===== config.mk =====
export PLATFORM = sky130hd
export DESIGN_NAME = deserializador_activo
export DESIGN_NICKNAME = d
export VERILOG_FILES = /design/src/rtl/rx_phy_defs.sv /design/src/rtl/desplazador_serial.sv /design/src/rtl/deserializador_activo.sv
export SDC_FILE = /design/constraint.sdc
export NUM_CORES = 1
export LEC_CHECK = 0
export CAP_MARGIN = 20
export CORE_MARGIN = 2
export CORE_UTILIZATION = 40
export CTS_CLUSTER_SIZE = 16
export DETAILED_ROUTE_END_ITERATION = 6
export GPL_TIMING_DRIVEN = 0
export SYNTH_ARGS = -nofsm -noshare
export SYNTH_HDL_FRONTEND = slang
export SYNTH_SLANG_ARGS = --single-unit

===== constraint.sdc =====
create_clock -name clk -period 1.7 [get_ports clk]
set_input_delay 0.17 -clock clk [delete_from_list [all_inputs] [get_ports clk]]
set_output_delay 0.17 -clock clk [all_outputs]
set_load 0.01 [all_outputs]

===== src/rtl/rx_phy_defs.sv =====
// Shared RX PHY definitions: comma symbol, byte geometry and FSM states.
// No ports; imported by desplazador_serial and deserializador_activo.
package rx_phy_defs;

    localparam int         BYTE_W    = 8;
    localparam int         BITCNT_W  = $clog2(BYTE_W);
    localparam logic [7:0] COMMA_SYM = 8'hBC;

    typedef enum logic {
        BUSCANDO = 1'b0,
        ACTIVO   = 1'b1
    } estado_t;

endpackage


===== src/rtl/desplazador_serial.sv =====
// Serial-to-parallel shifter with byte boundary counter.
// Ports: clk, reset (sync, active-high), data_in (serial, MSB first),
//        align (forces the next bit to start a new byte),
//        byte_w (byte including the current bit), byte_done (bit 0 now).
module desplazador_serial
    import rx_phy_defs::*;
(
    input  logic              clk,
    input  logic              reset,
    input  logic              data_in,
    input  logic              align,
    output logic [BYTE_W-1:0] byte_w,
    output logic              byte_done
);

    // Only the 7 most recent bits are stored; the oldest one falls out
    // of the window as soon as the current bit is appended.
    logic [BYTE_W-2:0]   sr;
    logic [BITCNT_W-1:0] bit_cnt;

    assign byte_w    = {sr, data_in};
    assign byte_done = (bit_cnt == BITCNT_W'(BYTE_W - 1));

    always_ff @(posedge clk) begin
        if (reset) begin
            sr      <= '0;
            bit_cnt <= '0;
        end else begin
            sr <= byte_w[BYTE_W-2:0];
            if (align) begin
                bit_cnt <= '0;
            end else begin
                bit_cnt <= bit_cnt + BITCNT_W'(1);
            end
        end
    end

endmodule


===== src/rtl/deserializador_activo.sv =====
// RX deserializer with COMMA-based link training (raises sticky active).
// Ports: clk, reset (sync, active-high), data_in (serial, MSB first),
//        data_out (last payload byte), valid_out (new payload byte strobe),
//        active (link trained), comma_cnt (consecutive aligned COMMAs).
// Option: define DESERIALIZADOR_ALIGN_EN to snap the byte boundary onto
//         any COMMA seen while searching.
module deserializador_activo
    import rx_phy_defs::*;
#(
    parameter logic [7:0] COMMA            = COMMA_SYM,
    parameter int         COMMAS_TO_ACTIVE = 4
) (
    input  logic              clk,
    input  logic              reset,
    input  logic              data_in,
    output logic [BYTE_W-1:0] data_out,
    output logic              valid_out,
    output logic              active,
    output logic [3:0]        comma_cnt
);

    localparam logic [3:0] CNT_MAX = 4'(COMMAS_TO_ACTIVE);

    estado_t           state, state_n;
    logic [3:0]        cnt_n;
    logic [BYTE_W-1:0] dout_n;
    logic              vout_n;
    logic [BYTE_W-1:0] byte_w;
    logic              byte_done;
    logic              is_comma;
    logic              hit;
    logic              align;

    desplazador_serial u_desplazador (
        .clk       (clk),
        .reset     (reset),
        .data_in   (data_in),
        .align     (align),
        .byte_w    (byte_w),
        .byte_done (byte_done)
    );

    assign is_comma = (byte_w == COMMA);
    assign active   = (state == ACTIVO);

    always_comb begin
        state_n = state;
        cnt_n   = comma_cnt;
        dout_n  = data_out;
        vout_n  = 1'b0;
        align   = 1'b0;
`ifdef DESERIALIZADOR_ALIGN_EN
        // Any bit position may hold a COMMA while searching.
        hit = is_comma && (state == BUSCANDO);
`else
        hit = is_comma && byte_done;
`endif
        unique case (state)
            BUSCANDO: begin
                if (hit) begin
                    // Only reachable below CNT_MAX: hitting it leaves.
                    cnt_n = comma_cnt + 4'd1;
`ifdef DESERIALIZADOR_ALIGN_EN
                    align = 1'b1;
`endif
                    if (cnt_n == CNT_MAX) begin
                        state_n = ACTIVO;
                    end
                end else if (byte_done) begin
                    cnt_n = '0;
                end
            end
            ACTIVO: begin
                // comma_cnt stays saturated; COMMAs are idle fill.
                if (byte_done && !is_comma) begin
                    dout_n = byte_w;
                    vout_n = 1'b1;
                end
            end
        endcase
    end

    always_ff @(posedge clk) begin
        if (reset) begin
            state     <= BUSCANDO;
            comma_cnt <= '0;
            data_out  <= '0;
            valid_out <= 1'b0;
        end else begin
            state     <= state_n;
            comma_cnt <= cnt_n;
            data_out  <= dout_n;
            valid_out <= vout_n;
        end
    end

endmodule

* After elaboration in Yosys (flattened, before gate mapping)
Cells that the tools add are included.
Word-level totals: register bits after elaboration 24, bits of input ports 3, output and inout port bits 14, word-level logic and storage cells 25
Cells by class: add/subtract/negate cells 2, equal/unequal tests 3, muxes and demuxes 6, bitwise gates (word level) 1, reductions and logical operators 7
Operators with widths (number):
- equality test 8 bit, second input constant | 1
- two-way mux 4 bit | 2
- adder 4 x 1 -> 4 bit, second input constant | 1
- equality test 4 x 3 -> 1 bit, second input constant | 1
- two-way mux 1 bit | 4
- AND reduction 2 bit | 2
- adder 3 x 1 -> 3 bit, second input constant | 1
- equality test 3 bit, second input constant | 1
- logical AND 1 bit | 2
- nonzero test 2 bit | 1
- OR reduction 2 bit | 1
- logical NOT 1 bit | 1
- inverter 1 bit | 1

* Logic depth before layout (Yosys ltp)
depth after elaboration 5, mapped depth 6, gate-level depth less buffers 5

* Hierarchy
From an unflattened synthesis, not the netlist that was laid out.
Unflattened totals: cell total of the unflattened synthesis 94, area total of the unflattened synthesis 1013.5 um^2
By module, submodules not included:
- deserializador_activo | times used 1, cells each 70, area an instance 690.7 um^2, seq. area each 280.3 um^2
- desplazador_serial | times used 1, cells each 24, area an instance 322.8 um^2, seq. area each 200.2 um^2

* Worst setup path before layout
Ideal clock, no wire load.
path type register -> register, start reg u_desplazador.bit_cnt[0], end reg data_out[0], library setup time 0.121 ns, arrival 1.264 ns, required time 1.579 ns, path slack 0.315 ns, stages on the path, launching flop included 7, buffers on the path 1, period minus slack after synthesis 1.385 ns, cells stage by stage dfxtp_1 > ha_1 > ha_1 > nand2_1 > a21o_1 > buf_6 > mux2_4
On the way: word-level cells in the longest chain between the ends 3
RTL lines:
- start: declaration | line desplazador_serial.sv:19 | logic [BITCNT_W-1:0] bit_cnt;
- start signal: assignment | line desplazador_serial.sv:33 | bit_cnt <= bit_cnt + BITCNT_W'(1);
- equality test 3 bit | line desplazador_serial.sv:22 | assign byte_done = (bit_cnt == BITCNT_W'(BYTE_W - 1));
- logical AND 1 bit | line deserializador_activo.sv:75 | if (byte_done && !is_comma) begin
- AND reduction 2 bit (no line)
- end signal: assignment | line deserializador_activo.sv:92 | data_out <= dout_n;
- end: declaration | line deserializador_activo.sv:16 | output logic [BYTE_W-1:0] data_out,
No other way between the ends. A chain may end at the register's enable or synchronous reset.

* Worst setup path after layout
start reg comma_cnt[0], end out comma_cnt[0]
RTL lines:
- start: declaration | line deserializador_activo.sv:19 | output logic [3:0] comma_cnt
- start signal: assignment | line deserializador_activo.sv:91 | comma_cnt <= cnt_n;
No word-level cell between the ends.

==> results.toml <==
[run_status]
status = "finished clean"

[logic_synthesis]
avgSynthCellArea_um2 = 11.10
syn-num-nets = 92
yosys_warnings = 0
synth.area.top_cells = "dfxtp_1, nor2b_1, mux2_4"
synth_top_area_frac = 0.5033
synth_cell_types = 20
syn-cell-area_um2 = 954.7
yosys_register_bits = 24
synth-seq-area-share = 0.5033
synthCells = 86
synth_top_area_cell = "dfxtp_1"

[job]
maxCapViolCount = 0

[grt]
grt_max_degree = 14
grt_usage = 0.1209
grt_pass1_vias = 555
grt_pass1_wl_um = 2456
globalRouteOverflowTotal = 0
antenna_found_initial = 0

[timing]
hold_viol_final = 0
clock.fmax_ghz = 0.6801
finalClockSkew_ps = 3.749
worst_pin_slew_ps = 424.6
period_needed_ps = 1470
rsz0062_at_grt = "no"
whs_ps = 426.5
fin_crit_sh = 0.8649
slew-limit-headroom = 0.7169
final_max_slew_viol_count = 0
setup_viol = 0

[setup_path]
start_kind = "flip-flop"
slowest_delay_ps = 570
crit_slowest_cell = "clkdlybuf4s50_1"
path_max_fanout = 6
cp_top_family = "buffers and inverters"
cp-end-kind = "primary output"
cp_num_buf_inv = 1
required_ps = 1530
arrival_ps = 1300
worstSetupPathType = "reg -> out"
cp_cell_sequence = "clkdlybuf4s50_1"

[final_layout]
diodes = 0
final_cells = 134
flow.area_growth_from_synthesis_pct = 24.25
drive_gt1_frac = 0.1321
fin_nets = 113

[placed_design]
port_buffers = 16
dp.cells = 130
dp_hpwl_um = 1095
globalplace.congestion = 0.6629

[cts]
htree_levels = 1
clk_latency_ps = 310
path_clk_slew_ps = 120
cts_max_path_buffers = 2
holdBufCountCts = 0
cts_setup_buffers = 0
cts_root_buf = "clkbuf_4"
cts-resized-gates = 0
cts_buffers = 3
cts_tree = "yes"
clock_sinks = 24

[die]
core-area_um2 = 2233
start_util = 0.4275
dieWidth_um = 52.86
ios = 17
die_area_um2 = 2794
fp-row-count = 17
die_y_um = 52.86

[power]
max-vdd-ir-drop_v = 0.0005416
powerDensity_nw_per_um2 = 756.9
power_uw = 897.8
power.static_leakage_uw = 0.0004864

[route]
avgViaCountPerCell = 5.015
first_pass_iters = 4
drc = 0
dr.first_iter.drc_count = 5
ant_nets = 0
wl_per_cell_um = 11.56
routed_wl_um = 1549
vias = 672

[hold_path]
hp-class = "reg -> reg"
## worst paths after layout
kind                            depth (start not counted)  slack (ps)                                start                             endpoint
worst max-delay path                                    1         230            comma_cnt[0]$_SDFFE_PP0P_                         comma_cnt[0]
worst min-delay path                                    1         430  u_desplazador.bit_cnt[0]$_SDFF_PP0_  u_desplazador.bit_cnt[0]$_SDFF_PP0_
worst max register to register                          6         230  u_desplazador.bit_cnt[0]$_SDFF_PP0_             data_out[1]$_SDFFE_PP0P_
worst min register to register                          1         430  u_desplazador.bit_cnt[0]$_SDFF_PP0_  u_desplazador.bit_cnt[0]$_SDFF_PP0_
## layout make-up
class / instances / area, µm²
fillers: 210 / 1047
flip-flops and latches: 24 / 480.5
plain buffers: 5 / 35.03
multi-input cells: 57 / 439.2
well taps: 28 / 35.03
repair buffers: 16 / 160.2
clock buffers: 4 / 36.28
## flip-flops by register name, indices dropped and copies added (netlist names)
name                   flops
u_desplazador.bit_cnt      3
valid_out                  1
active                     1
u_desplazador.sr           7
comma_cnt                  4
data_out                   8
## cells in the mapped netlist
master / number
dfxtp_1: 24
nor2b_1: 19
mux2_4: 7
nand2_1: 5
nand4_1: 4
ha_1: 3
nand2b_1: 3
nor2_1: 3
a21oi_1: 2
a31oi_1: 2
and4b_1: 2
buf_6: 2
clkbuf_1: 2
nand4b_1: 2
a21o_1: 1
a41oi_1: 1
and4bb_1: 1
buf_2: 1
mux2i_1: 1
nand3_1: 1
## stage by stage
step,TNS (ps),utilization,worst slack (ps),area (µm²)
4_1_cts,0,0.5311,210.1,1186
3_3_place_gp,-77.70,0.5148,-22.04,1150
5_1_grt,0,0.5311,150.0,1186
6_report,0,0.5311,229.7,1186
3_5_place_dp,-126.4,0.5148,-42.09,1150
2_1_floorplan,0,-,315.1,954.7
## cell usage in the layout (no fill, tap or decap), drive strengths merged, types with 4 or more instances in the layout
| cell type | n |
|---|---|
| dfxtp | 24 |
| clkbuf | 6 |
| nand4 | 4 |
| nand2 | 5 |
| clkdlybuf4s50 | 16 |
| nor2b | 19 |
| mux2 | 7 |
## per-layer routing
metal  vias up  GRT usage  part of all wire
li1        338          -                 -
met5         -          0                 0
met4         0    0.05128            0.0077
met1       320     0.1687              0.51
met2        12     0.1688              0.44
met3         2    0.03955             0.043
## where the power goes
group | internal, µW | switching, µW | leakage [µW] | total, µW
combinational | 13.5 | 14.6 | 0.000271 | 28.1
sequential | 572 | 3.23 | 0.000194 | 575
clock | 131 | 164 | 0.0000210 | 295
## cell families after synthesis
kind of cell,after synthesis,synth area share
simple gates,40,0.2595
flops,24,0.5033
compound gates,6,0.04063
fa+ha+maj,3,0.03932
buf+inv,5,0.03669
mux,8,0.1206
Note: power is estimated with default switching activity, not from simulation.
